$ cat src/rtl/rfarb_pkg.sv
// Shared types and constants for the register-bank write arbiter.
package rfarb_pkg;

    localparam int DW_DEF = 32;
    localparam int AW_DEF = 5;

    // Register 0 reads as zero and is never loaded.
    localparam int ZERO_REG = 0;

    typedef enum logic {
        ST_IDLE  = 1'b0,
        ST_CLEAR = 1'b1
    } rfarb_state_e;

endpackage

$ cat src/rtl/regfile_write_arbiter_if.sv
// Requester handshakes, clear control and bank write port of the arbiter.
interface regfile_write_arbiter_if
    import rfarb_pkg::*;
#(
    parameter int DW = DW_DEF,
    parameter int AW = AW_DEF
);
    localparam int NREG = 1 << AW;

    logic            V0;
    logic [AW-1:0]   A0;
    logic [DW-1:0]   D0;
    logic            RDY0;
    logic            V1;
    logic [AW-1:0]   A1;
    logic [DW-1:0]   D1;
    logic            RDY1;
    logic            CLR;
    logic            BUSY;
    logic            WE;
    logic [AW-1:0]   WA;
    logic [DW-1:0]   WD;
    logic [NREG-1:0] LD;

    modport master (
        output V0, A0, D0, V1, A1, D1, CLR,
        input  RDY0, RDY1, BUSY, WE, WA, WD, LD
    );

    modport slave (
        input  V0, A0, D0, V1, A1, D1, CLR,
        output RDY0, RDY1, BUSY, WE, WA, WD, LD
    );

endinterface

$ cat src/rtl/rfarb_dec.sv
// Address to one-hot load-vector decoder; disabled or address 0 yields all zeros.
module rfarb_dec
    import rfarb_pkg::*;
#(
    parameter int AW = AW_DEF
) (
    input  logic                en,
    input  logic [AW-1:0]       addr,
    output logic [(1<<AW)-1:0]  onehot
);

    always_comb begin
        onehot = '0;
        if (en && (addr != AW'(ZERO_REG))) begin
            onehot[addr] = 1'b1;
        end
    end

endmodule

$ cat src/rtl/regfile_write_arbiter.sv
// Two-requester write-port arbiter with sequenced bank clear for the REG32 bank.
// Define RFARB_RR_EN for round-robin arbitration; otherwise requester 0 has fixed priority.
module regfile_write_arbiter
    import rfarb_pkg::*;
#(
    parameter int DW = DW_DEF,
    parameter int AW = AW_DEF
) (
    input  logic                  C,
    input  logic                  nR,
    regfile_write_arbiter_if.slave bus
);

    localparam int              NREG      = 1 << AW;
    localparam logic [AW-1:0]   ZERO_ADDR = AW'(ZERO_REG);
    localparam logic [AW-1:0]   LAST_ADDR = AW'(NREG - 1);

    rfarb_state_e  state_q;
    rfarb_state_e  state_d;
    logic [AW-1:0] cnt_q;
    logic          gnt0;
    logic          gnt1;
    logic          clr_start;
    logic          clr_step;

    logic          we_p1;
    logic [AW-1:0] wa_p1;
    logic [DW-1:0] wd_p1;

`ifdef RFARB_RR_EN
    logic          ptr_q;
`endif

    assign clr_start = (state_q == ST_IDLE) && bus.CLR;
    assign clr_step  = (state_q == ST_CLEAR) && (cnt_q != LAST_ADDR);

    always_comb begin
        state_d = state_q;
        gnt0    = 1'b0;
        gnt1    = 1'b0;
        case (state_q)
            ST_IDLE: begin
                if (bus.CLR) begin
                    state_d = ST_CLEAR;
                end else begin
`ifdef RFARB_RR_EN
                    if (bus.V0 && bus.V1) begin
                        gnt0 = ~ptr_q;
                        gnt1 = ptr_q;
                    end else begin
                        gnt0 = bus.V0;
                        gnt1 = bus.V1;
                    end
`else
                    gnt0 = bus.V0;
                    gnt1 = bus.V1 & ~bus.V0;
`endif
                end
            end
            ST_CLEAR: begin
                if (cnt_q == LAST_ADDR) begin
                    state_d = ST_IDLE;
                end
            end
        endcase
    end

    // Ready is forced low while reset is held so every output reads 0 in reset.
    assign bus.RDY0 = gnt0 & nR;
    assign bus.RDY1 = gnt1 & nR;
    assign bus.BUSY = (state_q == ST_CLEAR);

    always_ff @(posedge C or negedge nR) begin
        if (!nR) begin
            state_q <= ST_IDLE;
            cnt_q   <= '0;
        end else begin
            state_q <= state_d;
            if (clr_start) begin
                cnt_q <= AW'(1);
            end else if (clr_step) begin
                cnt_q <= cnt_q + 1'b1;
            end
        end
    end

`ifdef RFARB_RR_EN
    always_ff @(posedge C or negedge nR) begin
        if (!nR) begin
            ptr_q <= 1'b0;
        end else if (gnt0) begin
            ptr_q <= 1'b1;
        end else if (gnt1) begin
            ptr_q <= 1'b0;
        end
    end
`endif

    // ---- write stage (p1): registered bank port, one cycle after accept ----
    // The clear loads address 1 on the CLR edge so WA tracks CNT while in CLEAR.
    always_ff @(posedge C or negedge nR) begin
        if (!nR) begin
            we_p1 <= 1'b0;
            wa_p1 <= '0;
            wd_p1 <= '0;
        end else begin
            we_p1 <= 1'b0;
            if (clr_start) begin
                we_p1 <= 1'b1;
                wa_p1 <= AW'(1);
                wd_p1 <= '0;
            end else if (clr_step) begin
                we_p1 <= 1'b1;
                wa_p1 <= cnt_q + 1'b1;
                wd_p1 <= '0;
            end else if (gnt0) begin
                we_p1 <= (bus.A0 != ZERO_ADDR);
                wa_p1 <= bus.A0;
                wd_p1 <= bus.D0;
            end else if (gnt1) begin
                we_p1 <= (bus.A1 != ZERO_ADDR);
                wa_p1 <= bus.A1;
                wd_p1 <= bus.D1;
            end
        end
    end

    assign bus.WE = we_p1;
    assign bus.WA = wa_p1;
    assign bus.WD = wd_p1;

    rfarb_dec #(
        .AW (AW)
    ) u_dec (
        .en     (we_p1),
        .addr   (wa_p1),
        .onehot (bus.LD)
    );

endmodule

$ cat src/flat_wrapper.sv
// flat-port wrapper written by rule: the top's interface ports become plain ports
module regfile_write_arbiter_flat import rfarb_pkg::*;
#(
    parameter int DW = DW_DEF,
    parameter int AW = AW_DEF
)
  (C, nR, bus_V0, bus_A0, bus_D0, bus_V1, bus_A1, bus_D1, bus_CLR, bus_RDY0, bus_RDY1, bus_BUSY, bus_WE, bus_WA, bus_WD, bus_LD);
  regfile_write_arbiter_if #(.DW(DW), .AW(AW)) bus_i ();
  input  logic C;
  input  logic nR;
  input wire logic [$bits(bus_i.V0)-1:0] bus_V0;
  input wire logic [$bits(bus_i.A0)-1:0] bus_A0;
  input wire logic [$bits(bus_i.D0)-1:0] bus_D0;
  input wire logic [$bits(bus_i.V1)-1:0] bus_V1;
  input wire logic [$bits(bus_i.A1)-1:0] bus_A1;
  input wire logic [$bits(bus_i.D1)-1:0] bus_D1;
  input wire logic [$bits(bus_i.CLR)-1:0] bus_CLR;
  output wire logic [$bits(bus_i.RDY0)-1:0] bus_RDY0;
  output wire logic [$bits(bus_i.RDY1)-1:0] bus_RDY1;
  output wire logic [$bits(bus_i.BUSY)-1:0] bus_BUSY;
  output wire logic [$bits(bus_i.WE)-1:0] bus_WE;
  output wire logic [$bits(bus_i.WA)-1:0] bus_WA;
  output wire logic [$bits(bus_i.WD)-1:0] bus_WD;
  output wire logic [$bits(bus_i.LD)-1:0] bus_LD;
  assign bus_i.V0 = bus_V0;
  assign bus_i.A0 = bus_A0;
  assign bus_i.D0 = bus_D0;
  assign bus_i.V1 = bus_V1;
  assign bus_i.A1 = bus_A1;
  assign bus_i.D1 = bus_D1;
  assign bus_i.CLR = bus_CLR;
  assign bus_RDY0 = bus_i.RDY0;
  assign bus_RDY1 = bus_i.RDY1;
  assign bus_BUSY = bus_i.BUSY;
  assign bus_WE = bus_i.WE;
  assign bus_WA = bus_i.WA;
  assign bus_WD = bus_i.WD;
  assign bus_LD = bus_i.LD;
  regfile_write_arbiter #(.DW(DW), .AW(AW)) u_core (.C(C), .nR(nR), .bus(bus_i));
endmodule
$ cat config.mk
export PLATFORM = sky130hd
export DESIGN_NAME = regfile_write_arbiter_flat
export DESIGN_NICKNAME = d
export VERILOG_FILES = /design/src/rtl/rfarb_pkg.sv /design/src/rtl/regfile_write_arbiter_if.sv /design/src/rtl/rfarb_dec.sv /design/src/rtl/regfile_write_arbiter.sv /design/src/flat_wrapper.sv
export SDC_FILE = /design/constraint.sdc
export NUM_CORES = 1
export LEC_CHECK = 0
export ABC_CLOCK_PERIOD_IN_PS = 5400
export CAP_MARGIN = 15
export CELL_PAD_IN_SITES_DETAIL_PLACEMENT = 1
export CELL_PAD_IN_SITES_GLOBAL_PLACEMENT = 1
export CORE_ASPECT_RATIO = 1.75
export CORE_UTILIZATION = 29
export CTS_BUF_LIST = sky130_fd_sc_hd__clkbuf_8
export DETAILED_ROUTE_END_ITERATION = 7
export PLACE_DENSITY = 0.95
export SLEW_MARGIN = 20
export SYNTH_ARGS = -nofsm -noshare
export SYNTH_HDL_FRONTEND = slang
export SYNTH_SLANG_ARGS = --single-unit
$ cat constraint.sdc
create_clock -name C -period 5.4 [get_ports C]
set_input_delay 1.08 -clock C [delete_from_list [all_inputs] [get_ports C]]
set_output_delay 1.08 -clock C [all_outputs]
set_load 0.02 [all_outputs]
==> flow_metrics.py <==
metrics = {
    "clocking": {
        "cts-buffers-inserted": 5,
        "cts_hold_buf": 0,
        "cts-root-buf": "clkbuf_8",
        "ctsHtreeMaxLevel": 2,
        "path_clk_slew_ns": 0.09,
        "post_cts_buffers": 0,
        "cts_resized": 0,
        "cts_buffer_depth": 2,
        "cts_sinks": 44,
        "cts_tree": "built",
        "clock_latency_ns": 0.31,
    },
    "yosys": {
        "mappedNetlistArea_um2": 2510,
        "synth-edff-count": 0,
        "synthArstFlopShare": 1.00,
        "synth_ff_type": "dfrtp_1",
        "syn_area_per_cell_um2": 9.10,
        "yosysWarnings": 0,
        "synth_fp_nets": 357,
        "netlist_instances": 276,
        "yosysUniqueCellTypes": 39,
        "ys_seq_elements": 44,
        "synth-seq-area-share": 0.438,
    },
    "placed_design": {
        "port_buffers": 150,
        "dp_hpwl_um": 7050,
        "dp_slack_ns": 1.61,
        "place_congestion": 0.909,
    },
    "floorplan": {
        "die_area_um2": 9050,
        "initial_core_util": 0.300,
        "die_w_um": 72.4,
        "die-height_um": 125,
        "rows": 44,
        "ios": 152,
        "coreArea_um2": 8370,
    },
    "global_route": {
        "antenna_found_initial": 0,
        "grt_max_degree": 35,
        "grt_overflow": 0,
        "grt_pass1_wl_um": 14400,
        "grt_util_all_layers": 0.207,
        "grt_pass1_vias": 2820,
    },
    "cells_and_area": {
        "antennaDiodeCount": 0,
        "num-fill-cells": 973,
        "final_util": 0.499,
        "drive_gt1_frac": 0.0524,
        "regArea_um2": 1100,
        "fin_nets": 500,
        "final_common_cell": "clkdlybuf4s50_1",
        "syn_to_final_growth_pct": 66.2,
        "multi_input_area_um2": 1260,
        "final_cell_mix": "clkdlybuf4s50_1 (149), nand2_1 (44), dfrtp_1 (44)",
    },
    "timing": {
        "whs_ns": 0.495,
        "setup_viol": 0,
        "fmax_ghz": 0.263,
        "relSlewSlack": 0.529,
        "fin_setup_tns_ns": 0,
        "period_minus_slack_ns": 3.80,
        "setup_ws_ns": 1.60,
        "min_period_over_period": 0.704,
        "rsz0062_at_grt": "false",
        "finalMaxSlewViolations": 0,
        "hold_violations": 0,
        "finClkSkew_ns": 0.00639,
        "worst_pin_slew_ns": 0.706,
    },
    "power": {
        "comb_power_share": 0.467,
        "p_seq_frac": 0.340,
        "power.density_nw_per_um2": 337,
        "vdd_drop_max_v": 0.000178,
        "switchingPower_uw": 552,
        "p_int_uw": 857,
        "p_leak_uw": 0.00162,
        "fin_total_pwr_uw": 1410,
        "clkPwrFrac": 0.193,
        "switching_share": 0.392,
    },
    "run_status": {
        "status": "completed",
    },
    "setup_path": {
        "r2r-end": "u_core.bus.WD[5]$_DFFE_PN0P_",
        "cp-endpoint": "bus_RDY0",
        "crit_path_end_kind": "primary output",
        "required_ns": 4.32,
        "r2r-start": "u_core.cnt_q[0]$_DFFE_PN0P_",
        "cp.arrival_ns": 2.72,
        "crit_start": "bus_V0",
        "path_class": "in -> out",
        "slowest_stage": "clkdlybuf4s50_1",
        "max_stage_delay_ns": 0.64,
        "crit_path_cell_trace": "clkdlybuf4s50_1 > nor3b_4 > and2_1 > clkdlybuf4s50_1",
        "crit_fanout": 9,
        "rrSetupSlack_ns": 2.80,
        "cpMostUsedCell": "clkdlybuf4s50_1",
        "reg2reg_depth": 7,
        "startpoint_type": "input port",
    },
    "detailed_routing": {
        "met3_length_um": 460,
        "dr_total_vias": 2551,
        "highest_layer": "met4",
        "wl_met2_um": 5040,
        "drt-total-wl_um": 8860,
        "wl_per_cell_um": 16.6,
        "postRouteAntennaNets": 0,
        "viasPerCell": 4.77,
        "route.detailed.drc": 0,
        "firstDrtPassIters": 4,
        "met1Wirelength_um": 3180,
        "drt-initial-drc-count": 73,
    },
    "job": {
        "max-cap-violations": 0,
    },
    "min_path": {
        "hp-class": "reg -> reg",
    },
}
-- cells by family (layout without fill, tap and decap cells) --
family | count (synthesis) | in the layout | share of synthesized area
AOI/OAI and AO/OA | 57 | 57 | 0.130
other | 1 | 1 | 0.00149
adders and majority gates | 2 | 2 | 0.00996
DFF | 44 | 44 | 0.438
buffers and inverters | 23 | 167 | 0.0627
xor gates and xnor gates | 2 | 2 | 0.00697
muxes | 36 | 36 | 0.145
and+or+nand+nor | 111 | 111 | 0.205
-- worst max-delay path, delay by kind of cell --
kind,cells,cell delay (ns)
and+or+nand+nor,2,0.40
buffers and inverters,2,1.24
-- synthesized netlist by cell type (2+ instances only) --
library cell,number,area share
mux2i_1,33,0.13
o21ai_1,27,0.054
ha_1,2,0.010
buf_2,5,0.010
buf_4,2,0.0060
nand2_1,44,0.066
or3b_1,3,0.010
buf_12,3,0.024
nand2b_1,3,0.0075
nor2b_1,3,0.0075
clkbuf_1,6,0.0090
xor2_1,2,0.0070
o21ai_0,13,0.026
mux2_2,3,0.013
dfrtp_1,44,0.44
and3_1,2,0.0050
nand3_1,5,0.010
a21oi_1,5,0.010
inv_1,5,0.0075
a22o_1,3,0.010
nor2_1,37,0.055
a31oi_1,3,0.0075
nand3b_1,7,0.021
-- stage by stage --
stage               std cells  cell area [µm²]
finish                    535             4180
global route              535             4180
CTS                       535             4180
detailed placement        527             4050
global placement          527             4050
floorplan                 276             2510
-- sequential cells by signal, indices dropped and copies added, names as in the netlist --
signal,count
u_core.bus.WE,1
u_core.cnt_q,5
u_core.bus.WD,32
u_core.bus.BUSY,1
u_core.bus.WA,5
-- power groups by stage --
stage          clock network, µW  registers [µW]  logic (µW)
2_1_floorplan                  0             507         328
5_1_grt                      295             495         718
3_3_place_gp                   0             478         636
4_1_cts                      282             479         667
3_5_place_dp                   0             485         663
6_report                     273             479         657
-- per-layer routing --
layer / vias to the layer above / global-route usage
met5: - / 0
met2: 101 / 0.402
met4: 0 / 0.0738
met3: 11 / 0.0363
met1: 1213 / 0.211
li1: 1226 / -
-- final cells by class --
class	instances	share of cell area
Sequential cell	44	0.264
Clock buffer	6	0.0198
Clock inverter	2	0.00929
Inverter	5	0.00450
Timing Repair Buffer	154	0.366
Multi-Input combinational cell	209	0.303
Tap cell	115	0.0345
-- how the worst min path moves through the flow --
stage,slack (ns),start,endpoint,cells past startpoint
6_report,0.50,u_core.bus.WD[22]$_DFFE_PN0P_,u_core.bus.WD[22]$_DFFE_PN0P_,2
5_1_grt,0.52,u_core.bus.WD[27]$_DFFE_PN0P_,u_core.bus.WD[27]$_DFFE_PN0P_,2
4_1_cts,0.50,u_core.bus.WD[27]$_DFFE_PN0P_,u_core.bus.WD[27]$_DFFE_PN0P_,2
3_5_place_dp,0.48,u_core.bus.WD[27]$_DFFE_PN0P_,u_core.bus.WD[27]$_DFFE_PN0P_,2
3_3_place_gp,0.46,u_core.bus.WD[22]$_DFFE_PN0P_,u_core.bus.WD[22]$_DFFE_PN0P_,2
2_1_floorplan,0.48,u_core.cnt_q[3]$_DFFE_PN0P_,u_core.cnt_q[3]$_DFFE_PN0P_,1
No activity file was read; power rests on OpenSTA's default activity.
